===== config.mk =====
export PLATFORM = sky130hd
export DESIGN_NAME = div_share_sched
export DESIGN_NICKNAME = d
export VERILOG_FILES = /design/src/rtl/div_share_sched.sv
export SDC_FILE = /design/constraint.sdc
export NUM_CORES = 1
export LEC_CHECK = 0
export CAP_MARGIN = 20
export CORE_MARGIN = 4
export CORE_UTILIZATION = 48
export DETAILED_ROUTE_END_ITERATION = 7
export PLACE_DENSITY = 0.79
export SETUP_SLACK_MARGIN = 0.02
export SYNTH_ARGS = -nofsm -noshare
export SYNTH_HDL_FRONTEND = slang
export SYNTH_SLANG_ARGS = --single-unit
export TNS_END_PERCENT = 10

===== constraint.sdc =====
create_clock -name clk -period 3.7 [get_ports clk]
set_input_delay 0.555 -clock clk [delete_from_list [all_inputs] [get_ports clk]]
set_output_delay 0.555 -clock clk [all_outputs]
set_load 0.05 [all_outputs]

===== src/rtl/div_share_sched.sv =====
// div_share_sched: one iterative restoring unsigned divider shared by NREQ
// requesters under round-robin arbitration. One quotient bit per enabled cycle.
module div_share_sched #(
  parameter  int W    = 4,
  parameter  int NREQ = 2,
  localparam int IDW  = $clog2(NREQ)
) (
  input  logic                clk,
  input  logic                rst_n,
  input  logic                ena,
  input  logic [NREQ-1:0]     req_valid,
  output logic [NREQ-1:0]     req_ready,
  input  logic [NREQ*W-1:0]   req_dividend,
  input  logic [NREQ*W-1:0]   req_divisor,
  output logic                rsp_valid,
  input  logic                rsp_ready,
  output logic [IDW-1:0]      rsp_id,
  output logic [W-1:0]        rsp_quotient,
  output logic [W-1:0]        rsp_remainder,
  output logic                rsp_dbz,
  output logic                busy
);

  localparam int CW = $clog2(W);

  typedef enum logic [1:0] {S_IDLE, S_RUN, S_DONE} state_t;

  state_t         state_q, state_d;
  logic [IDW-1:0] rr_ptr_q, rr_ptr_d;
  logic [IDW-1:0] id_q, id_d;
  logic [W-1:0]   dvd_q, dvd_d;
  logic [W-1:0]   dvs_q, dvs_d;
  logic [W-1:0]   rem_q, rem_d;
  logic [W-1:0]   quo_q, quo_d;
  logic [CW-1:0]  cnt_q, cnt_d;
  logic           dbz_q, dbz_d;

  logic           gnt_found;
  logic [IDW-1:0] gnt_id;
  logic           accept;
  logic [W-1:0]   sel_dvd, sel_dvs;
  logic [W-1:0]   shifted;
  logic [W:0]     trial;

  // Round-robin search starting at rr_ptr, wrapping at NREQ.
  always_comb begin
    int idx;
    gnt_found = 1'b0;
    gnt_id    = '0;
    for (int k = 0; k < NREQ; k++) begin
      idx = int'(rr_ptr_q) + k;
      if (idx >= NREQ) idx = idx - NREQ;
      if (!gnt_found && req_valid[idx]) begin
        gnt_found = 1'b1;
        gnt_id    = IDW'(idx);
      end
    end
  end

  // Grant is offered only in IDLE with ena high; rst_n gating keeps ready low
  // during reset even though the state already reads IDLE.
  always_comb begin
    req_ready = '0;
    if (state_q == S_IDLE && ena && rst_n && gnt_found) req_ready[gnt_id] = 1'b1;
  end

  assign accept  = |(req_valid & req_ready);
  assign sel_dvd = req_dividend[gnt_id*W +: W];
  assign sel_dvs = req_divisor[gnt_id*W +: W];

  // The partial remainder's MSB is provably zero before each shift, so W bits
  // of shifted value plus a borrow bit are enough for the trial subtraction.
  assign shifted = {rem_q[W-2:0], dvd_q[cnt_q]};
  assign trial   = {1'b0, shifted} - {1'b0, dvs_q};

  // Next-state and datapath update; everything holds while ena is low.
  always_comb begin
    state_d  = state_q;
    rr_ptr_d = rr_ptr_q;
    id_d     = id_q;
    dvd_d    = dvd_q;
    dvs_d    = dvs_q;
    rem_d    = rem_q;
    quo_d    = quo_q;
    cnt_d    = cnt_q;
    dbz_d    = dbz_q;
    if (ena) begin
      unique case (state_q)
        S_IDLE: begin
          if (accept) begin
            id_d     = gnt_id;
            dvd_d    = sel_dvd;
            dvs_d    = sel_dvs;
            rr_ptr_d = (gnt_id == IDW'(NREQ-1)) ? '0 : gnt_id + 1'b1;
            if (sel_dvs == '0) begin
              quo_d   = '1;
              rem_d   = '1;
              dbz_d   = 1'b1;
              state_d = S_DONE;
            end else begin
              quo_d   = '0;
              rem_d   = '0;
              dbz_d   = 1'b0;
              cnt_d   = CW'(W-1);
              state_d = S_RUN;
            end
          end
        end
        S_RUN: begin
          if (!trial[W]) begin
            rem_d        = trial[W-1:0];
            quo_d[cnt_q] = 1'b1;
          end else begin
            rem_d        = shifted;
            quo_d[cnt_q] = 1'b0;
          end
          if (cnt_q == '0) state_d = S_DONE;
          else             cnt_d   = cnt_q - 1'b1;
        end
        S_DONE: begin
          if (rsp_ready) state_d = S_IDLE;
        end
        default: state_d = S_IDLE;
      endcase
    end
  end

  // State and datapath registers, asynchronous active-low reset.
  always_ff @(posedge clk or negedge rst_n) begin
    if (!rst_n) begin
      state_q  <= S_IDLE;
      rr_ptr_q <= '0;
      id_q     <= '0;
      dvd_q    <= '0;
      dvs_q    <= '0;
      rem_q    <= '0;
      quo_q    <= '0;
      cnt_q    <= '0;
      dbz_q    <= 1'b0;
    end else begin
      state_q  <= state_d;
      rr_ptr_q <= rr_ptr_d;
      id_q     <= id_d;
      dvd_q    <= dvd_d;
      dvs_q    <= dvs_d;
      rem_q    <= rem_d;
      quo_q    <= quo_d;
      cnt_q    <= cnt_d;
      dbz_q    <= dbz_d;
    end
  end

  assign rsp_valid     = (state_q == S_DONE);
  assign busy          = (state_q != S_IDLE);
  assign rsp_id        = id_q;
  assign rsp_quotient  = quo_q;
  assign rsp_remainder = rem_q;
  assign rsp_dbz       = dbz_q;

endmodule


### Yosys cells after proc, flatten, opt, wreduce, memory -nomap -nowiden

Index checks and enable logic that the tools add are counted.

| storage, ports and cells | value |
|---|---|
| bits in registers | 23 |
| input port bits | 22 |
| output and inout bits | 14 |
| word-level logic and storage cells | 89 |

| cells by class | value |
|---|---|
| add/subtract/negate cells | 6 |
| $lt $le $gt $ge | 8 |
| equality and inequality tests | 7 |
| shifts and indexed selects | 2 |
| mux-type cells | 36 |
| bitwise gates (word level) | 4 |
| reduce and logical (&&, ||, !) cells | 17 |

Operator list:

| cell | number |
|---|---|
| < comparator 32 x 3 -> 1 bit, second input constant | 2 |
| 2-to-1 mux 32 bit | 2 |
| 2-to-1 mux 2 bit | 8 |
| 2-to-1 mux 4 bit | 4 |
| one-hot mux 4 bit (2 select lines) | 2 |
| indexed part select 8 x 4 -> 4 bit | 2 |
| 2-to-1 mux 1 bit | 15 |
| inequality test 2 bit, second input constant | 4 |
| logical AND 1 bit | 6 |
| one-hot mux 2 bit (3 select lines) | 1 |
| AND reduction 3 bit | 2 |
| AND reduction 5 bit | 1 |
| subtractor 4 x 4 -> 5 bit | 1 |
| bitwise AND 4 bit | 1 |
| logical NOT 2 bit | 2 |
| logical NOT 4 bit | 1 |
| inverter 4 bit | 1 |
| bitwise OR 4 bit | 1 |
| one-hot mux 2 bit (2 select lines) | 1 |
| AND reduction 4 bit | 1 |
| nonzero test 2 bit | 2 |
| < comparator 2 x 3 -> 1 bit, second input constant | 1 |
| subtractor 1 x 2 -> 3 bit, second input constant | 1 |
| subtractor 2 x 2 -> 3 bit, second input constant | 1 |
| 17 further kinds | 17 |

### Logic depth before layout (Yosys ltp)

| logic depth | value |
|---|---|
| depth after elaboration | 18 |
| depth in mapped cells | 10 |

### Worst setup path after synthesis

OpenSTA, ideal clock, no wires.

| timing path | value |
|---|---|
| kind | register -> register |
| start | register cnt_q[0] |
| end | register with a tool-made name |
| setup time | 0.122 ns |
| arrival | 2.470 ns |
| data required time | 3.578 ns |
| slack | 1.108 ns |
| cell stages (with the launch flop) | 11 |
| path buffers | 0 |
| clock period less this slack | 2.592 ns |
| path through | dfrtp_1 -> mux4_2 -> inv_1 -> ha_1 -> inv_1 -> fa_1 -> a21o_1 -> a21oi_2 -> and2_1 -> a21boi_1 -> o22a_1 |

RTL lines:

| item | line | text |
|---|---|---|
| start: declaration | 35 | `logic [CW-1:0] cnt_q, cnt_d;` |
| start signal: assignment | 148 | `cnt_q <= cnt_d;` |

==> flow_summary_export.csv <==
group,metric,value,unit
status,status,"finished, final reports clean",
power,clockPowerShare,6.7,%
cells_and_area,area_delta_synth_final,31.2,%
sta,finalCritPeriodShare,78.0,%
global_routing,grt_max_degree,22,
detailed_routing,viasPerCell,5.68,
yosys,synthesis.area,1400,um2
detailed_routing,drtAntennaViolNets,0,
floorplan,die_w,62.0,um
clock_network,cts_setup_buffers,0,
critical_path,crit_required,3.90,ns
clock_network,cts.sinks,23,
clock_network,clk_latency,0.30,ns
floorplan,ios,36,
clock_network,clk_pin_slew_worst_paths,0.12,ns
critical_path,slowest_stage,"mux4_2",
global_routing,grt_usage,18.2,%
power,vdd_ir_drop_max,659,uV
floorplan,initial_core_util,50.3,%
cells_and_area,most-common-layout-cells,"33 x clkdlybuf4s50_1, 23 x dfrtp_1, 14 x nand2_1, 13 x inv_1, 12 x nor2_1",
cells_and_area,final_cells,216,
power,cell_internal_pwr,0.878,mW
detailed_routing,initialDrtViolationCount,41,
critical_path,startpoint_type,"register",
run,cap_violations,0,
clock_network,root_buffer,"clkbuf_4",
global_routing,met3_usage,3.10,%
yosys,ys_types,40,
sta,min_period,2.89,ns
sta,rsz0062_at_grt,"false",
critical_path,cp.arrival,3.09,ns
place,dp_cells,212,
sta,worstMarginPinSlew,0.562,ns
global_routing,grtUsageMet1,24.5,%
detailed_routing,firstDrtPassIters,4,
yosys,synth_edf_count,0,
sta,fin_skew,0.00314,ns
cells_and_area,layout_commonest_cell,"clkdlybuf4s50_1",
clock_network,cts-resized-gates,0,
critical_path,cp_max_fo,7,
clock_network,cts_tree,"yes",
sta,tns,0,ns
detailed_routing,dr_total_vias,1227,
detailed_routing,remaining_drc_errors,0,
global_routing,antenna_found_initial,0,
critical_path,ff2ff_path_depth,10,
clock_network,clockBufferDepth,2,
yosys,synth-seq-cells,23,
power,leakage,0.824,nW
sta,clock.fmax,0.346,GHz
critical_path,slowest_delay,0.55,ns
place,place_congestion,0.791,
global_routing,first_global_vias,1191,
floorplan,rows,19,
sta,finalHoldViolations,0,
detailed_routing,routed_wl,3110,um
cells_and_area,nets,217,
yosys,yosysWarnings,0,
cells_and_area,diodes,0,
clock_network,numCtsBuffers,3,
critical_path,crit_type,"register to register",
power,netSwitchingPower,0.825,mW
global_routing,grt_pass1_wl,5190,um
sta,max_slew_margin,62.4,%
global_routing,grt-ovfl-total,0,
power,power_switching_share,48.5,%
yosys,synth_area_leader_cell,"dfrtp_1",
sta,setup_violations,0,
power,power_frac_seq,28.5,%
yosys,synth_area_leaders,"dfrtp_1 41%, ha_1 7.1%, nand2_1 3.8%, a21oi_1 3.6%, inv_1 3.5%",
critical_path,end_kind,"register",
critical_path,rrSetupSlack,0.81,ns
worst_hold_path,hold_path_class,"primary input to async pin",
place,dp_hpwl,2560,um
clock_network,htreeDepth,1,
yosys,syn-num-nets,178,
floorplan,dieArea,3840,um2
yosys,synth_ff_type,"dfrtp_1",
cells_and_area,layout-drive-gt1-share,9.19,%
clock_network,hold_buffers,0,
critical_path,path_cells,"mux4_2 > inv_1 > ha_1 > inv_1 > fa_1 > a21o_1 > a21oi_2 > and2_1 > a21boi_1 > o22a_1",
yosys,syn_inst,147,
yosys,ys_seq_area_share,41.1,%
yosys,synth-async-reset-ratio,100,%
yosys,synth_top_area_share,41.1,%
floorplan,fp.dieH,62.0,um
power,p_per_area,927,nW/um2
sta,slew_viol_final,0,
yosys,avgSynthCellArea,9.52,um2
critical_path,worstReg2RegStart,"cnt_q[0]",
global_routing,top_usage_layer,"met2",
place,io_buffers,35,
critical_path,cp_common_cell,"inv_1",
power,combPwrFrac,64.9,%
floorplan,design.core.area,2780,um2
detailed_routing,wl_per_cell,14.4,um
global_routing,met2_usage,30.2,%
[Yosys cell counts (2+ instances only)]
| library cell | number |
|---|---|
| a21boi_1 | 3 |
| a21o_1 | 3 |
| a21oi_1 | 10 |
| a21oi_2 | 2 |
| a22oi_1 | 4 |
| buf_2 | 2 |
| dfrtp_1 | 23 |
| ha_1 | 8 |
| inv_1 | 13 |
| mux2i_1 | 4 |
| nand2_1 | 14 |
| nand2b_1 | 3 |
| nor2_1 | 12 |
| nor2b_1 | 7 |
| nor3_1 | 2 |
| o21a_1 | 3 |
| o21ai_0 | 7 |
| o22a_1 | 5 |
[power by group through the flow]
stage	registers [mW]	clock network, mW	logic, mW
floorplan	0.653	0	0.633
global placement	0.488	0	1.08
detailed placement	0.493	0	1.11
CTS	0.487	0.117	1.12
global route	0.510	0.125	1.22
finish	0.485	0.114	1.10
[cells by family (layout without fill, tap and decap cells)]
kind of cell,after synthesis,in the layout,synth area share [%]
and+or+nand+nor,43,43,14.8
buffers and inverters,17,55,5.00
muxes,6,6,5.27
adders and majority gates,9,9,8.58
xor gates and xnor gates,1,1,0.626
DFF,23,23,41.1
AOI/OAI and AO/OA,48,48,24.6
[how the worst max path moves through the flow]
stage	startpoint	end	slack [ns]
2_1_floorplan	cnt_q[0]	register	1.11
3_3_place_gp	cnt_q[0]	register	0.93
3_5_place_dp	cnt_q[0]	register	0.82
4_1_cts	cnt_q[0]	register	0.80
5_1_grt	cnt_q[0]	register	0.67
6_report	cnt_q[0]	register	0.81
[metal layers]
layer  share of wire, %  up-vias
met5                  0        -
met4               0.80        0
met3                4.1        2
met2                 51       32
met1                 44      599
li1                   -      594
[critical path: cells and delay by family, from the launching register on]
kind / cells / cell delay, ns
AO/OA/AOI/OAI: 4 / 0.77
multiplexers: 1 / 0.55
adder cells (fa/ha/maj): 2 / 0.55
flip-flops: 1 / 0.48
AND/OR/NAND/NOR: 1 / 0.30
buffers and inverters: 2 / 0.12
[cell type report]
type	count	area, um2
clock buffers	4	26.3
fillers	247	945
inverters	13	48.8
multi-input cells	107	754
flip-flops and latches	23	576
well taps	31	38.8
repair buffers	38	393
[metrics by stage]
stage	util, %	total power, mW	hold slack, ns	setup slack [ns]	area [um2]
after floorplan	-	1.29	0.259	1.11	1400
after global placement	65.1	1.57	0.473	0.933	1810
after detailed placement	65.1	1.61	0.481	0.824	1810
after CTS	66.0	1.72	0.471	0.803	1840
after global routing	66.0	1.85	0.469	0.667	1840
final	66.0	1.70	0.471	0.813	1840
Power figures use the tool's default switching activity.
